==> config.mk <==
export PLATFORM = sky130hd
export DESIGN_NAME = multi_phase_signal_controller_flat
export DESIGN_NICKNAME = d
export VERILOG_FILES = /design/src/rtl/multi_phase_signal_controller_if.sv /design/src/rtl/multi_phase_signal_controller.sv /design/src/flat_wrapper.sv
export SDC_FILE = /design/constraint.sdc
export NUM_CORES = 1
export LEC_CHECK = 0
export CAP_MARGIN = 20
export CORE_AREA = 4 4 41 43
export CTS_CLUSTER_SIZE = 8
export DETAILED_ROUTE_END_ITERATION = 12
export DIE_AREA = 0 0 45 47
export HOLD_SLACK_MARGIN = 0.08
export MAX_ROUTING_LAYER = met4
export PLACE_DENSITY_LB_ADDON = 0.3
export RECOVER_POWER = 100
export SYNTH_ARGS = -nofsm -noshare
export SYNTH_HDL_FRONTEND = slang
export SYNTH_SLANG_ARGS = --single-unit
==> constraint.sdc <==
create_clock -name clk -period 2.95 [get_ports clk]
set_input_delay 0.59 -clock clk [delete_from_list [all_inputs] [get_ports clk]]
set_output_delay 0.59 -clock clk [all_outputs]
set_load 0.01 [all_outputs]
==> src/rtl/multi_phase_signal_controller_if.sv <==
// Detector, strobe and lamp bundle for multi_phase_signal_controller.
// PREEMPT_EN adds the preemption request/status signals.
interface multi_phase_signal_controller_if #(
   parameter int unsigned N_PHASES = 2
);
   localparam int unsigned PW = (N_PHASES > 1) ? $clog2(N_PHASES) : 1;

   logic                tick_i;
   logic [N_PHASES-1:0] demand_i;
   logic [N_PHASES-1:0] red_o;
   logic [N_PHASES-1:0] yel_o;
   logic [N_PHASES-1:0] grn_o;
   logic [PW-1:0]       phase_o;
   logic [1:0]          state_o;
`ifdef PREEMPT_EN
   logic                preempt_i;
   logic [PW-1:0]       preempt_phase_i;
   logic                preempt_active_o;
`endif

   modport master (
      output tick_i, demand_i,
`ifdef PREEMPT_EN
      output preempt_i, preempt_phase_i,
      input  preempt_active_o,
`endif
      input  red_o, yel_o, grn_o, phase_o, state_o
   );

   modport slave (
      input  tick_i, demand_i,
`ifdef PREEMPT_EN
      input  preempt_i, preempt_phase_i,
      output preempt_active_o,
`endif
      output red_o, yel_o, grn_o, phase_o, state_o
   );
endinterface

==> src/rtl/multi_phase_signal_controller.sv <==
// N-phase demand-actuated signal sequencer: all-red / green / yellow with min/max green and gap-out.
// Optional emergency preemption is compiled in when PREEMPT_EN is defined.
module multi_phase_signal_controller #(
   parameter int unsigned N_PHASES  = 2,
   parameter int unsigned RED_TICKS = 2,
   parameter int unsigned MIN_GREEN = 5,
   parameter int unsigned MAX_GREEN = 20,
   parameter int unsigned YEL_TICKS = 3
) (
   input logic                            clk,
   input logic                            rst,
   multi_phase_signal_controller_if.slave bus
);
   localparam int unsigned PW = (N_PHASES > 1) ? $clog2(N_PHASES) : 1;
   localparam int unsigned TW = $clog2(MAX_GREEN + 1);

   localparam logic [1:0] StAllRed = 2'b00;
   localparam logic [1:0] StGreen  = 2'b01;
   localparam logic [1:0] StYellow = 2'b10;

   localparam logic [TW-1:0] RedTicks = TW'(RED_TICKS);
   localparam logic [TW-1:0] MinGreen = TW'(MIN_GREEN);
   localparam logic [TW-1:0] MaxGreen = TW'(MAX_GREEN);
   localparam logic [TW-1:0] YelTicks = TW'(YEL_TICKS);

   logic [1:0]          state_q, state_d;
   logic [PW-1:0]       phase_q, phase_d;
   logic [TW-1:0]       timer_q, timer_d;
   logic [TW-1:0]       tick_cnt;
   logic [N_PHASES-1:0] phase_oh;
   logic                own_dem, other_dem;
   logic                rr_found;
   logic [PW-1:0]       rr_phase;

`ifdef PREEMPT_EN
   logic          preempt_active_q, preempt_active_d;
   logic [PW-1:0] pre_phase;

   // Out-of-range preemption targets fall back to phase 0.
   assign pre_phase = (32'(bus.preempt_phase_i) >= N_PHASES) ? '0 : bus.preempt_phase_i;
   assign preempt_active_d = bus.preempt_i;
   assign bus.preempt_active_o = preempt_active_q;
`endif

   // Count this tick would bring the timer to; saturates at MAX_GREEN.
   assign tick_cnt = (timer_q == MaxGreen) ? MaxGreen : timer_q + 1'b1;

   always_comb begin
      phase_oh          = '0;
      phase_oh[phase_q] = 1'b1;
      own_dem           = |(bus.demand_i & phase_oh);
      other_dem         = |(bus.demand_i & ~phase_oh);
   end

   // Round-robin search starting after the current phase; current phase is tried last.
   always_comb begin
      int unsigned idx;
      idx      = 0;
      rr_found = 1'b0;
      rr_phase = phase_q;
      for (int unsigned i = 1; i <= N_PHASES; i++) begin
         idx = 32'(phase_q) + i;
         if (idx >= N_PHASES) begin
            idx = idx - N_PHASES;
         end
         if (!rr_found && bus.demand_i[idx]) begin
            rr_found = 1'b1;
            rr_phase = PW'(idx);
         end
      end
   end

   always_comb begin
      state_d = state_q;
      phase_d = phase_q;
      timer_d = timer_q;
      if (bus.tick_i) begin
         timer_d = tick_cnt;
         unique case (state_q)
            StAllRed: begin
               if (tick_cnt >= RedTicks) begin
`ifdef PREEMPT_EN
                  if (bus.preempt_i) begin
                     state_d = StGreen;
                     phase_d = pre_phase;
                  end else
`endif
                  if (rr_found) begin
                     state_d = StGreen;
                     phase_d = rr_phase;
                  end
               end
            end
            StGreen: begin
`ifdef PREEMPT_EN
               if (bus.preempt_i) begin
                  if (phase_q != pre_phase) begin
                     state_d = StYellow;
                  end
               end else
`endif
               if (tick_cnt >= MinGreen && other_dem && (!own_dem || tick_cnt >= MaxGreen)) begin
                  state_d = StYellow;
               end
            end
            StYellow: begin
               if (tick_cnt >= YelTicks) begin
                  state_d = StAllRed;
               end
            end
            default: state_d = StAllRed;
         endcase
         if (state_d != state_q) begin
            timer_d = '0;
         end
      end
   end

   always_ff @(posedge clk) begin
      if (rst) begin
         state_q <= StAllRed;
         phase_q <= '0;
         timer_q <= '0;
      end else begin
         state_q <= state_d;
         phase_q <= phase_d;
         timer_q <= timer_d;
      end
   end

`ifdef PREEMPT_EN
   always_ff @(posedge clk) begin
      if (rst) begin
         preempt_active_q <= 1'b0;
      end else begin
         preempt_active_q <= preempt_active_d;
      end
   end
`endif

   // Moore lamp decode: only the served phase may leave red.
   always_comb begin
      bus.red_o = '1;
      bus.yel_o = '0;
      bus.grn_o = '0;
      if (state_q == StGreen) begin
         bus.grn_o = phase_oh;
         bus.red_o = ~phase_oh;
      end else if (state_q == StYellow) begin
         bus.yel_o = phase_oh;
         bus.red_o = ~phase_oh;
      end
   end

   assign bus.phase_o = phase_q;
   assign bus.state_o = state_q;

endmodule

==> src/flat_wrapper.sv <==
// flat-port wrapper written by rule: the top's interface ports become plain ports
module multi_phase_signal_controller_flat 
#(
   parameter int unsigned N_PHASES  = 2,
   parameter int unsigned RED_TICKS = 2,
   parameter int unsigned MIN_GREEN = 5,
   parameter int unsigned MAX_GREEN = 20,
   parameter int unsigned YEL_TICKS = 3
)
  (clk, rst, bus_tick_i, bus_demand_i, bus_red_o, bus_yel_o, bus_grn_o, bus_phase_o, bus_state_o);
  multi_phase_signal_controller_if #(.N_PHASES(N_PHASES)) bus_i ();
  input logic clk;
  input logic rst;
  input wire logic [$bits(bus_i.tick_i)-1:0] bus_tick_i;
  input wire logic [$bits(bus_i.demand_i)-1:0] bus_demand_i;
  output wire logic [$bits(bus_i.red_o)-1:0] bus_red_o;
  output wire logic [$bits(bus_i.yel_o)-1:0] bus_yel_o;
  output wire logic [$bits(bus_i.grn_o)-1:0] bus_grn_o;
  output wire logic [$bits(bus_i.phase_o)-1:0] bus_phase_o;
  output wire logic [$bits(bus_i.state_o)-1:0] bus_state_o;
  assign bus_i.tick_i = bus_tick_i;
  assign bus_i.demand_i = bus_demand_i;
  assign bus_red_o = bus_i.red_o;
  assign bus_yel_o = bus_i.yel_o;
  assign bus_grn_o = bus_i.grn_o;
  assign bus_phase_o = bus_i.phase_o;
  assign bus_state_o = bus_i.state_o;
  multi_phase_signal_controller #(.N_PHASES(N_PHASES), .RED_TICKS(RED_TICKS), .MIN_GREEN(MIN_GREEN), .MAX_GREEN(MAX_GREEN), .YEL_TICKS(YEL_TICKS)) u_core (.clk(clk), .rst(rst), .bus(bus_i));
endmodule
[Word level (Yosys, flattened, before mapping)]
Cells that the tools add are included.
Storage, ports and cells
  word-level logic and storage cells: 62
  flip-flop bits (word level): 8
Operators by class
  equality and inequality tests: 4
  reduce and logical (&&, ||, !) cells: 12
  add/subtract/negate cells: 5
  order comparisons: 10
  bitwise gates (word level): 3
  muxes and demuxes: 25
Operators with widths (number)
  $ge 32x2->1 const B: 2
  $lt 32x2->1 const B: 2
  $mux 32: 2
  $sub 32x2->32 const B: 2
  $mux 2: 10
  $ge 5x2->1 const B: 2
  $mux 5: 2
  $mux 1: 9
  $pmux 2 s3: 1
  $add 5x1->5 const B: 1
  $eq 5x5->1 const B: 1
  $ge 5x3->1 const B: 1
  $ge 5x5->1 const B: 1
  $reduce_and 5->1: 1
  $and 2x2->2: 2
  $logic_and 1x1->1: 4
  $reduce_or 2->1: 2
  $add 1x2->3 const B: 1
  $add 1x1->2 const B: 1
  $eq 2x1->1 const B: 1
  $eq 2x2->1 const B: 1
  $logic_not 1->1: 2
  $logic_not 2->1: 1
  $lt 1x2->1 const B: 1
  other kinds (6): 6

[Longest topological paths before layout]
Gate-level depths: netlist of run 1.
  word-level depth: 15
  gate-level depth with buffers: 8
  depth with buffers taken out: 8

[Least setup slack after synthesis of run 1]
OpenSTA, ideal clock, no wires.
  kind: register to register
  start point: reg u_core.timer_q[0]
  end point: reg u_core.timer_q[0]
  library setup time: 69 ps
  slack: 861 ps
  cell stages (with the launch flop): 9
  arrival time: 2020 ps
  path through: dfxtp_1 -> inv_1 -> ha_1 -> and3b_1 -> o21ai_2 -> nand4_1 -> a211o_1 -> or3b_4 -> o21ai_1
On the way
  cells in the longest elaborated chain, start to end: 10
  elaborated cells on any way between the ends: 17
  classes of those cells: 1 x add/sub; 4 x order compare; 2 x eq/ne; 7 x mux; 3 x reduce/logical
RTL lines
  start, declared: line multi_phase_signal_controller.sv:28  | logic [TW-1:0] timer_q, timer_d;
  start signal, assigned: line multi_phase_signal_controller.sv:127  | timer_q <= timer_d;
  $add 5x1->5 or $eq 5x5->1 (tied branches): line multi_phase_signal_controller.sv:46  | assign tick_cnt = (timer_q == MaxGreen) ? MaxGreen : timer_q + 1'b1;
  $mux 5 *: line multi_phase_signal_controller.sv:46
  $ge 5x3->1 or $ge 5x5->1 (tied branches): line multi_phase_signal_controller.sv:102  | if (tick_cnt >= MinGreen && other_dem && (!own_dem || tick_cnt >= MaxGreen)) begin
  $logic_and 1x1->1 or $logic_or 1x1->1 (tied branches): line multi_phase_signal_controller.sv:102
  $logic_and 1x1->1: line multi_phase_signal_controller.sv:102
  $mux 2: line multi_phase_signal_controller.sv:102
  $pmux 2 s3: line multi_phase_signal_controller.sv:79  | unique case (state_q)
  $mux 2: line multi_phase_signal_controller.sv:77  | if (bus.tick_i) begin
  $ne 2x2->1: line multi_phase_signal_controller.sv:113  | if (state_d != state_q) begin
  $mux 5 *: line multi_phase_signal_controller.sv:113
Mark *: on every way between the ends. The rest lies on a longest branch, timed or not. The select of a mux whose other input is x is not followed.
A chain may end at the register's enable or synchronous reset.

[Final worst setup path of run 1]
  start point: reg u_core.timer_q[0]
  end point: reg u_core.timer_q[1]
Same word-level chain as after synthesis.

==> reports/summary.json, run 1 <==
{
  "grt_antenna_before_repair": 0,
  "dr.first_iter.drc_count": 4,
  "synth_edf_count": 0,
  "synth_seq_area_share": 0.263,
  "dpl.hpwl_um": 1080,
  "drc_errors": 0,
  "cts_tree": "done",
  "route.detailed.wl_per_inst_um": 12.4,
  "synthArstFlopShare": 0,
  "grt_setup_unrepaired": "no",
  "worst_clock_skew_ns": 0.000502,
  "clkSlewWorstSetupHoldPaths_ns": 0.05,
  "ios": 14,
  "global_route.overflow_total": 0,
  "netlist_instances": 80,
  "hold_vio_cnt_final": 0,
  "final_min_period_over_clock_period": 0.808,
  "grt_use_total": 0.146,
  "setup_tns_ns": 0,
  "ys.flop_type": "sky130_fd_sc_hd__dfxtp_1",
  "detail-route-antenna-nets": 0,
  "total_via_count_in_the_routed_design": 605,
  "root_buffer": "sky130_fd_sc_hd__clkbuf_4",
  "timing.max_cap.violations": 0,
  "timing.setup.critical_path_class": "register to register",
  "critical_path.endpoint_type": "register",
  "irDropWorstVdd_v": 0.000323,
  "worst-endpoint-required_ns": 3.13,
  "maxSlewHeadroom": 0.772,
  "post_cts_buffers": 0,
  "dieArea_sq_um": 2120,
  "postCtsResizedCells": 0,
  "first_pass_drt_iterations": 3,
  "first_global_vias": 521,
  "finalNetCount": 105,
  "startpoint_type": "register",
  "gp_routability_congestion": 0.858,
  "yosys_warnings": 0,
  "worst_hold_path_type": "register to register",
  "maximum_buffer_depth_of_the_clock_tree": 2,
  "die_height_um": 47,
  "vias_per_cell": 5.55,
  "final_count_of_negative_setup_slack_endpoints": 0,
  "final_period_minus_worst_setup_slack_ns": 2.38,
  "htree_num_levels": 1,
  "antenna_cells_inserted": 0,
  "outcome": "finished, final reports clean",
  "cp-startpoint": "u_core.timer_q[0]",
  "syn_area_sq_um": 608,
  "place.port_buffers": 13,
  "syn_avg_cell_area_sq_um": 7.60,
  "yosys_register_bits": 8,
  "cts_hold_buffers": 0,
  "initial_utilization": 0.467,
  "min-delay-start": "u_core.timer_q[1]",
  "drt-total-wl_um": 1360,
  "final_common_cell": "sky130_fd_sc_hd__nand2_1",
  "wire_length_of_the_first_global_routing_pass_um": 2170,
  "tritoncts.num_buffers": 3,
  "core_region_area_sq_um": 1300,
  "synth_cell_type_count": 33,
  "power.density_nw_per_um2": 396,
  "report.final.slew_viol_count": 0,
  "dpl-instance-area_sq_um": 738,
  "pin_count_of_the_biggest_net_entering_global_routing": 9,
  "critical_path.max_fanout": 6,
  "fp-row-count": 13,
  "synth_fp_nets": 89,
  "clock_sink_count": 8,
  "arrival_ns": 2.56,
  "final_cell_area_sq_um": 758,
  "worst_slew_pin_slew_ns": 0.341,
  "flow.area_growth_from_synthesis_pct": 24.7,
  "fillCellCount": 127,
  "regToRegStartpoint": "u_core.timer_q[0]",
  "final_cell_mix": "sky130_fd_sc_hd__nand2_1 (15), sky130_fd_sc_hd__dlygate4sd3_1 (9), sky130_fd_sc_hd__dfxtp_1 (8), sky130_fd_sc_hd__o21ai_0 (7)",
  "layout-drive-gt1-share": 0.0638,
  "total_leakage_power_nw": 0.310,
  "timing.fmax_mhz": 420,
  "clk_latency_ns": 0.25,
  "dieWidth_um": 45
}
-- routing by layer --
metal	wire, um	vias to the layer above	track usage
li1	-	315	-
met1	615	271	0.151
met2	624	17	0.257
met3	111	2	0.0575
met4	6	0	0.0351
met5	0	-	-
-- area by class of cell --
type                            count  area [sq um]  area share
Tap cell                           15          18.8      0.0248
Timing Repair Buffer               13           130       0.172
Inverter                            6          22.5      0.0297
Multi-Input combinational cell     64           404       0.533
Sequential cell                     8           160       0.211
Clock buffer                        3          22.5      0.0297
-- flip-flops by register name, summed over array words and instances, names as in the netlist --
signal and flops:
u_core.bus.phase_o 1, u_core.bus.state_o 2, u_core.timer_q 5
-- power breakdown --
group	leakage, nW	switching (mW)	total, mW	internal, mW
Sequential	0.0649	0.0124	0.128	0.115
Combinational	0.231	0.0495	0.0903	0.0408
Clock	0.0138	0.0359	0.0824	0.0465
Total	0.310	0.0978	0.300	0.203
-- synthesized netlist by cell type (2+ instances only) --
master                     number  area share
sky130_fd_sc_hd__a21oi_1        3       0.025
sky130_fd_sc_hd__a311oi_1       2       0.029
sky130_fd_sc_hd__dfxtp_1        8        0.26
sky130_fd_sc_hd__ha_1           4       0.082
sky130_fd_sc_hd__inv_1          6       0.037
sky130_fd_sc_hd__nand2_1       15       0.093
sky130_fd_sc_hd__nand3_1        3       0.025
sky130_fd_sc_hd__nor2_1         6       0.037
sky130_fd_sc_hd__o21ai_0        3       0.025
sky130_fd_sc_hd__o21ai_1        5       0.041
sky130_fd_sc_hd__o31ai_1        2       0.025
sky130_fd_sc_hd__xor2_1         2       0.029
-- stage by stage --
stage,setup slack [ns],instances,power (mW),hold WS [ns],util
after floorplan,0.861,80,0.187,0.471,-
after global placement,0.659,106,0.224,0.500,0.567
after detailed placement,0.627,106,0.227,0.521,0.567
after CTS,0.621,109,0.309,0.531,0.585
after global routing,0.364,109,0.321,0.586,0.583
final,0.566,109,0.300,0.549,0.583
-- logic make-up (layout without fill, tap and decap cells) --
family,Yosys count,after routing,share of synthesized area
buf+inv,8,22,0.0679
xor+xnor,3,3,0.0432
flops,8,8,0.263
simple gates,32,32,0.253
fa+ha+maj,4,4,0.0823
mux,1,1,0.0165
compound gates,24,24,0.274
-- path summary, 6_finish.rpt --
kind | endpoint | slack, ns | cells after the start
hold reg to reg | u_core.timer_q[1] | 0.55 | 2
hold / removal | u_core.timer_q[1] | 0.55 | 2
setup reg to reg | u_core.timer_q[1] | 0.57 | 8
setup / recovery | u_core.timer_q[1] | 0.57 | 8
-- critical path: stages (launching register included) --
cell and delay, ns:
sky130_fd_sc_hd__dfxtp_1 0.43, sky130_fd_sc_hd__inv_1 0.12, sky130_fd_sc_hd__ha_1 0.25, sky130_fd_sc_hd__and3b_1 0.20
sky130_fd_sc_hd__o21ai_2 0.23, sky130_fd_sc_hd__nand4_1 0.16, sky130_fd_sc_hd__a211o_1 0.31, sky130_fd_sc_hd__or3b_1 0.44
sky130_fd_sc_hd__o21ai_0 0.17
Power figures use the tool's default switching activity.
==> run 2, diff against run 1 <==
- clock period: 2.95 -> 2.45 ns (I/O delays scaled with it)
==> run 2 against run 1 <==
Net effect: clock power rose by 16%; maximum frequency rose by 4.8%; critical path depth did not move; die area did not move; critical endpoint is now u_core.timer_q[3].
==> reports/summary.json, run 2 (same netlist as run 1, synthesis figures left out) <==
{
  "outcome": "finished, final reports clean",
  "gr-max-usage-layer": "met2",
  "global_route.overflow_total": {"value": 0, "change": "unchanged"},
  "regToRegStartpoint": "u_core.timer_q[0]",
  "grt_antenna_before_repair": {"value": 0, "change": "unchanged"},
  "antenna_cells_inserted": {"value": 0, "change": "unchanged"},
  "htree_num_levels": {"value": 1, "change": "unchanged"},
  "dieWidth": {"value": 45, "unit": "um", "change": "unchanged"},
  "critical_path.max_fanout": {"value": 6, "change": "unchanged"},
  "ios": {"value": 14, "change": "unchanged"},
  "first_global_vias": {"value": 537, "change": "+3.1%"},
  "cts_tree": "done",
  "core_region_area": {"value": 1300, "unit": "sq um", "change": "unchanged"},
  "first_pass_drt_iterations": {"value": 4, "change": "+1"},
  "clock_sink_count": {"value": 8, "change": "unchanged"},
  "fp-row-count": {"value": 13, "change": "unchanged"},
  "total_via_count_in_the_routed_design": {"value": 616, "change": "+1.8%"},
  "gp_routability_congestion": {"value": 0.881, "change": "+2.6%"},
  "total_leakage_power": {"value": 0.308, "unit": "nW", "change": "-0.43%"},
  "timing.hold.worst_path_depth": {"value": 2, "change": "unchanged"},
  "flow.area_growth_from_synthesis_pct": 25.1,
  "ff2ff_path_depth": {"value": 8, "change": "unchanged"},
  "final_common_cell": "sky130_fd_sc_hd__nand2_1",
  "postCtsResizedCells": {"value": 0, "change": "unchanged"},
  "die_height": {"value": 47, "unit": "um", "change": "unchanged"},
  "setup_tns": {"value": 0, "unit": "ns", "change": "unchanged"},
  "dr.first_iter.drc_count": {"value": 15, "change": "+11"},
  "largest_register": "u_core.timer_q",
  "arrival": {"value": 2.45, "unit": "ns", "change": "-0.11 ns"},
  "final_cell_mix": "sky130_fd_sc_hd__nand2_1 (15), sky130_fd_sc_hd__dlygate4sd3_1 (9), sky130_fd_sc_hd__dfxtp_1 (8), sky130_fd_sc_hd__inv_1 (6), sky130_fd_sc_hd__nor2_1 (6)",
  "whs": {"value": 0.507, "unit": "ns", "change": "-0.0419 ns"},
  "grt_setup_unrepaired": "no",
  "worst_slew_pin_slew": {"value": 0.338, "unit": "ns", "change": "-0.00264 ns"},
  "drt-total-wl": {"value": 1320, "unit": "um", "change": "-2.7%"},
  "cts_hold_buffers": {"value": 0, "change": "unchanged"},
  "layout.cells.non_filler": {"value": 109, "change": "unchanged"},
  "critical_path.reg2reg.endpoint": "u_core.timer_q[3]",
  "finalNetCount": {"value": 105, "change": "unchanged"},
  "drc_errors": {"value": 0, "change": "unchanged"},
  "grtUsageMet3": {"value": 0.0613, "change": "+0.00383"},
  "final_min_period_over_clock_period": {"value": 0.928, "change": "+0.120"},
  "hold_vio_cnt_final": {"value": 0, "change": "unchanged"},
  "timing.fmax": {"value": 440, "unit": "MHz", "change": "+4.8%"},
  "worst_hold_path_type": "register to register",
  "grt_use_total": {"value": 0.143, "change": "-0.00269"},
  "route.detailed.wl_per_inst": {"value": 12.1, "unit": "um", "change": "-2.7%"},
  "startpoint_type": "register",
  "initial_utilization": {"value": 0.467, "change": "unchanged"},
  "timing.setup.critical_path_class": "register to register",
  "worst_clock_skew": {"value": 0.00195, "unit": "ns", "change": "+0.00145 ns"},
  "final_util": {"value": 0.585, "change": "+0.00192"},
  "dp.cells": {"value": 106, "change": "unchanged"},
  "final_period_minus_worst_setup_slack": {"value": 2.27, "unit": "ns", "change": "-0.109 ns"},
  "root_buffer": "sky130_fd_sc_hd__clkbuf_4",
  "irDropWorstVdd": {"value": 0.000351, "unit": "V", "change": "+8.6%"},
  "wire_length_of_the_first_global_routing_pass": {"value": 2150, "unit": "um", "change": "-0.65%"},
  "layout-drive-gt1-share": {"value": 0.0745, "change": "+0.0106"},
  "post_cts_buffers": {"value": 0, "change": "unchanged"},
  "vias_per_cell": {"value": 5.65, "change": "+1.8%"},
  "global_route.usage.met2": {"value": 0.237, "change": "-0.0198"},
  "report.final.slew_viol_count": {"value": 0, "change": "unchanged"},
  "maximum_buffer_depth_of_the_clock_tree": {"value": 2, "change": "unchanged"},
  "timing.max_cap.violations": {"value": 0, "change": "unchanged"},
  "final_count_of_negative_setup_slack_endpoints": {"value": 0, "change": "unchanged"},
  "pin_count_of_the_biggest_net_entering_global_routing": {"value": 9, "change": "unchanged"},
  "worst_hold_path.endpoint": "u_core.timer_q[1]",
  "tritoncts.num_buffers": {"value": 3, "change": "unchanged"},
  "clkSlewWorstSetupHoldPaths": {"value": 0.05, "unit": "ns", "change": "about the same"},
  "maxSlewHeadroom": {"value": 0.774, "change": "+0.00176"},
  "r2r_setup_slack": {"value": 0.18, "unit": "ns", "change": "-0.39 ns"},
  "worst-endpoint-required": {"value": 2.63, "unit": "ns", "change": "-0.50 ns"},
  "min-delay-start": "u_core.timer_q[1]",
  "detail-route-antenna-nets": {"value": 0, "change": "unchanged"},
  "dieArea": {"value": 2120, "unit": "sq um", "change": "unchanged"},
  "place.port_buffers": {"value": 13, "change": "unchanged"},
  "power_total": {"value": 360, "unit": "uW", "change": "+20%"},
  "dpl.hpwl": {"value": 1030, "unit": "um", "change": "-4.6%"},
  "clk_latency": {"value": 0.25, "unit": "ns", "change": "about the same"},
  "power.density": {"value": 473, "unit": "nW/um^2", "change": "+19%"},
  "largest_register_ffs": {"value": 5, "change": "unchanged"},
  "groute.layer.met1.usage": {"value": 0.158, "change": "+0.00616"},
  "critical_path.endpoint_type": "register"
}
## run 2: cell counts in the layout (fill, tap and decap cells not counted)
Identical to the previous run, type by type.
## run 2: power by group
part           internal [mW]  switching (mW)  total (mW)
registers              0.139          0.0145       0.154
logic                 0.0509          0.0594       0.110
clock network         0.0557          0.0400      0.0957
total                  0.246           0.114       0.360
## run 2: worst max-delay path by stage
stage               cells after the start              start                end
floorplan                               8  u_core.timer_q[0]  u_core.timer_q[0]
global placement                        8  u_core.timer_q[0]  u_core.timer_q[2]
detailed placement                      8  u_core.timer_q[0]  u_core.timer_q[2]
CTS                                     8  u_core.timer_q[0]  u_core.timer_q[3]
global route                            8  u_core.timer_q[0]  u_core.timer_q[0]
finish                                  8  u_core.timer_q[0]  u_core.timer_q[3]
## run 2: metal layers
layer	wire [um]	vias up
met5	0	-
met3	114	0
met2	589	17
li1	-	317
met1	618	282
met4	0	0
## run 2: metrics by stage
| step | area (sq um) | worst slack [ns] |
|---|---|---|
| 2_1_floorplan | 608 | 0.361 |
| 3_3_place_gp | 738 | 0.234 |
| 3_5_place_dp | 738 | 0.177 |
| 4_1_cts | 761 | 0.179 |
| 5_1_grt | 761 | 0.0336 |
| 6_report | 761 | 0.175 |
## run 2: area by class of cell
| class | instances | area, sq um |
|---|---|---|
| timing repair buffer | 13 | 130 |
| inverter | 6 | 22.5 |
| clock buffer | 3 | 22.5 |
| multi-input combinational | 64 | 407 |
| tap | 15 | 18.8 |
| fill | 111 | 541 |
| sequential | 8 | 160 |
## run 2: critical path, stage by stage, from the launching register on
cell                      delay, ns
sky130_fd_sc_hd__dfxtp_1       0.41
sky130_fd_sc_hd__inv_1         0.12
sky130_fd_sc_hd__ha_1          0.25
sky130_fd_sc_hd__and3b_1       0.20
sky130_fd_sc_hd__o21ai_2       0.22
sky130_fd_sc_hd__nand4_1       0.14
sky130_fd_sc_hd__a211o_1       0.31
sky130_fd_sc_hd__or3b_4        0.42
sky130_fd_sc_hd__o21ai_1       0.13
==> run 3, diff against run 2 <==
- ABC_CLOCK_PERIOD_IN_PS: unset -> 2450
- PLACE_DENSITY: unset -> 0.74
- PLACE_DENSITY_LB_ADDON: 0.3 -> unset
==> run 3 against run 2 <==
Net effect: global-route usage grew 0.61 points; combinational power is essentially flat; wire length increased by 6.9%; sequential share of layout area unchanged; setup slack got worse by 0.069 ns; die area unchanged; clock power grew 4.2%; utilization unchanged; sequential cell count unchanged; hold slack better by 0.0024 ns; final area is the same; first-iteration DRC count rose by 13%.
==> reports/summary.json, run 3 (same netlist as run 1, synthesis figures left out) <==
{
  "outcome": "finished, final reports clean",
  "dr.first_iter.drc_count": {"value": 17, "change": "+2"},
  "power.switching": {"value": 119, "unit": "uW", "change": "+4.3%"},
  "post_cts_buffers": {"value": 0, "change": "unchanged"},
  "fp-row-count": {"value": 13, "change": "unchanged"},
  "antenna_cells_inserted": {"value": 0, "change": "unchanged"},
  "first_global_vias": {"value": 536, "change": "-0.19%"},
  "clk_latency": {"value": 0.26, "unit": "ns", "change": "about the same"},
  "share_seq_of_total_power": {"value": 0.421, "change": "-0.006"},
  "total_leakage_power": {"value": 0.309, "unit": "nW", "change": "+0.12%"},
  "p_comb_frac": {"value": 0.306, "change": "about the same"},
  "final_cell_area": {"value": 761, "unit": "sq um", "change": "unchanged"},
  "grt_setup_unrepaired": "no",
  "critical_path.reg2reg.endpoint": "u_core.timer_q[2]",
  "maxSlewHeadroom": {"value": 0.728, "change": "-0.0455"},
  "timing.max_cap.violations": {"value": 0, "change": "unchanged"},
  "cellInternalPower": {"value": 246, "unit": "uW", "change": "+0.14%"},
  "worst_slew_pin_slew": {"value": 0.407, "unit": "ns", "change": "+0.0680 ns"},
  "final_min_period_over_clock_period": {"value": 0.957, "change": "+0.0282"},
  "gp_routability_congestion": {"value": 0.843, "change": "-4.2%"},
  "total_via_count_in_the_routed_design": {"value": 629, "change": "+2.1%"},
  "postCtsResizedCells": {"value": 0, "change": "unchanged"},
  "drc_errors": {"value": 0, "change": "unchanged"},
  "grtUsageMet3": {"value": 0.0651, "change": "+0.00383"},
  "largest_register": "u_core.timer_q",
  "worst_clock_skew": {"value": 0.0127, "unit": "ns", "change": "+0.0108 ns"},
  "power.density": {"value": 480, "unit": "nW/um^2", "change": "+1.5%"},
  "route.detailed.wl_per_inst": {"value": 13.0, "unit": "um", "change": "+6.9%"},
  "die_height": {"value": 47, "unit": "um", "change": "unchanged"},
  "final_period_minus_worst_setup_slack": {"value": 2.34, "unit": "ns", "change": "+0.0691 ns"},
  "timing.fmax": {"value": 427, "unit": "MHz", "change": "-2.9%"},
  "detail-route-antenna-nets": {"value": 0, "change": "unchanged"},
  "timing.setup.critical_path_class": "register to register",
  "tritoncts.num_buffers": {"value": 3, "change": "unchanged"},
  "timing.hold.worst_path_depth": {"value": 2, "change": "unchanged"},
  "pin_count_of_the_biggest_net_entering_global_routing": {"value": 9, "change": "unchanged"},
  "maximum_buffer_depth_of_the_clock_tree": {"value": 2, "change": "unchanged"},
  "first_pass_drt_iterations": {"value": 4, "change": "unchanged"},
  "startpoint_type": "register",
  "worst_hold_path_type": "register to register",
  "ios": {"value": 14, "change": "unchanged"},
  "power_switching_share": {"value": 0.326, "change": "+0.00893"},
  "dieWidth": {"value": 45, "unit": "um", "change": "unchanged"},
  "core_region_area": {"value": 1300, "unit": "sq um", "change": "unchanged"},
  "place.port_buffers": {"value": 13, "change": "unchanged"},
  "flow.area_growth_from_synthesis": {"value": 25.1, "unit": "%", "change": "unchanged"},
  "hold_vio_cnt_final": {"value": 0, "change": "unchanged"},
  "grt_antenna_before_repair": {"value": 0, "change": "unchanged"},
  "clock_power_share": {"value": 0.273, "change": "+0.007"},
  "finalNetCount": {"value": 105, "change": "unchanged"},
  "vias_per_cell": {"value": 5.77, "change": "+2.1%"},
  "dpl-instance-area": {"value": 738, "unit": "sq um", "change": "unchanged"},
  "arrival": {"value": 2.52, "unit": "ns", "change": "+0.07 ns"},
  "final_common_cell": "sky130_fd_sc_hd__nand2_1",
  "dpl.hpwl": {"value": 1090, "unit": "um", "change": "+5.6%"},
  "ff2ff_path_depth": {"value": 8, "change": "unchanged"},
  "root_buffer": "sky130_fd_sc_hd__clkbuf_4",
  "wire_length_of_the_first_global_routing_pass": {"value": 2220, "unit": "um", "change": "+3.2%"},
  "cts_tree": "done",
  "regToRegStartpoint": "u_core.timer_q[0]",
  "clock_sink_count": {"value": 8, "change": "unchanged"},
  "layout-drive-gt1-share": {"value": 0.0745, "change": "unchanged"},
  "htree_num_levels": {"value": 1, "change": "unchanged"},
  "worst-endpoint-required": {"value": 2.63, "unit": "ns", "change": "about the same"},
  "gr-max-usage-layer": "met2",
  "clkSlewWorstSetupHoldPaths": {"value": 0.06, "unit": "ns", "change": "about the same"},
  "grt_use_total": {"value": 0.149, "change": "+0.00608"},
  "r2r_setup_slack": {"value": 0.11, "unit": "ns", "change": "-0.07 ns"},
  "worst_hold_path.endpoint": "u_core.timer_q[1]",
  "global_route.usage.met2": {"value": 0.249, "change": "+0.0113"},
  "groute.layer.met1.usage": {"value": 0.163, "change": "+0.00568"},
  "dieArea": {"value": 2120, "unit": "sq um", "change": "unchanged"},
  "initial_utilization": {"value": 0.467, "change": "unchanged"},
  "drt-total-wl": {"value": 1410, "unit": "um", "change": "+6.9%"},
  "largest_register_ffs": {"value": 5, "change": "unchanged"},
  "min-delay-start": "u_core.timer_q[1]",
  "setup_tns": {"value": 0, "unit": "ns", "change": "unchanged"},
  "cts_hold_buffers": {"value": 0, "change": "unchanged"},
  "critical_path.endpoint_type": "register",
  "irDropWorstVdd": {"value": 0.000341, "unit": "V", "change": "-2.9%"},
  "final_cell_mix": "sky130_fd_sc_hd__nand2_1 (15), sky130_fd_sc_hd__dlygate4sd3_1 (9), sky130_fd_sc_hd__dfxtp_1 (8), sky130_fd_sc_hd__inv_1 (6), sky130_fd_sc_hd__nor2_1 (6)",
  "report.final.slew_viol_count": {"value": 0, "change": "unchanged"},
  "final_count_of_negative_setup_slack_endpoints": {"value": 0, "change": "unchanged"},
  "global_route.overflow_total": {"value": 0, "change": "unchanged"},
  "critical_path.max_fanout": {"value": 6, "change": "unchanged"}
}
run 3: cell counts in the layout (fill, tap and decap cells not counted):
No cell type changed its count.
run 3: critical path, cell delays in order (launching register included):
cell and delay, ns:
sky130_fd_sc_hd__dfxtp_1 0.43, sky130_fd_sc_hd__inv_1 0.12, sky130_fd_sc_hd__ha_1 0.25, sky130_fd_sc_hd__and3b_1 0.20, sky130_fd_sc_hd__o21ai_2 0.23, sky130_fd_sc_hd__nand4_1 0.14, sky130_fd_sc_hd__a211o_1 0.31, sky130_fd_sc_hd__or3b_4 0.42
sky130_fd_sc_hd__o21ai_0 0.17
run 3: final cells by class:
cell class | instances | area (sq um)
fill | 124 | 541
multi-input combinational | 64 | 407
sequential | 8 | 160
timing repair buffer | 13 | 130
clock buffer | 3 | 22.5
inverter | 6 | 22.5
tap | 15 | 18.8
run 3: worst max path at each step:
stage / start / cells past startpoint / slack (ns) / to
floorplan: u_core.timer_q[0] / 8 / 0.36 / u_core.timer_q[0]
global placement: u_core.timer_q[0] / 7 / 0.24 / u_core.timer_q[4]
detailed placement: u_core.timer_q[0] / 8 / 0.15 / u_core.timer_q[2]
CTS: u_core.timer_q[0] / 8 / 0.15 / u_core.timer_q[3]
global route: u_core.timer_q[0] / 8 / 0.03 / u_core.timer_q[2]
finish: u_core.timer_q[0] / 8 / 0.11 / u_core.timer_q[2]
run 3: metrics by stage:
stage / setup slack, ns / util / cells / hold WS, ns / power [mW]
finish: 0.106 / 0.585 / 109 / 0.509 / 0.365
global route: 0.0287 / 0.585 / 109 / 0.542 / 0.391
CTS: 0.152 / 0.585 / 109 / 0.515 / 0.373
detailed placement: 0.151 / 0.567 / 106 / 0.509 / 0.271
global placement: 0.242 / 0.567 / 106 / 0.499 / 0.269
floorplan: 0.361 / - / 80 / 0.471 / 0.225
run 3: power groups by stage:
stage / Combinational, mW / Sequential [mW] / Clock, mW
6_report: 0.112 / 0.154 / 0.0997
2_1_floorplan: 0.0709 / 0.154 / 0
3_5_place_dp: 0.115 / 0.156 / 0
5_1_grt: 0.124 / 0.155 / 0.111
3_3_place_gp: 0.113 / 0.155 / 0
4_1_cts: 0.115 / 0.154 / 0.104
run 3: routing by layer:
metal	part of all wire	vias up
li1	-	318
met1	0.42	285
met2	0.48	26
met3	0.099	0
met4	0	0
met5	0	-
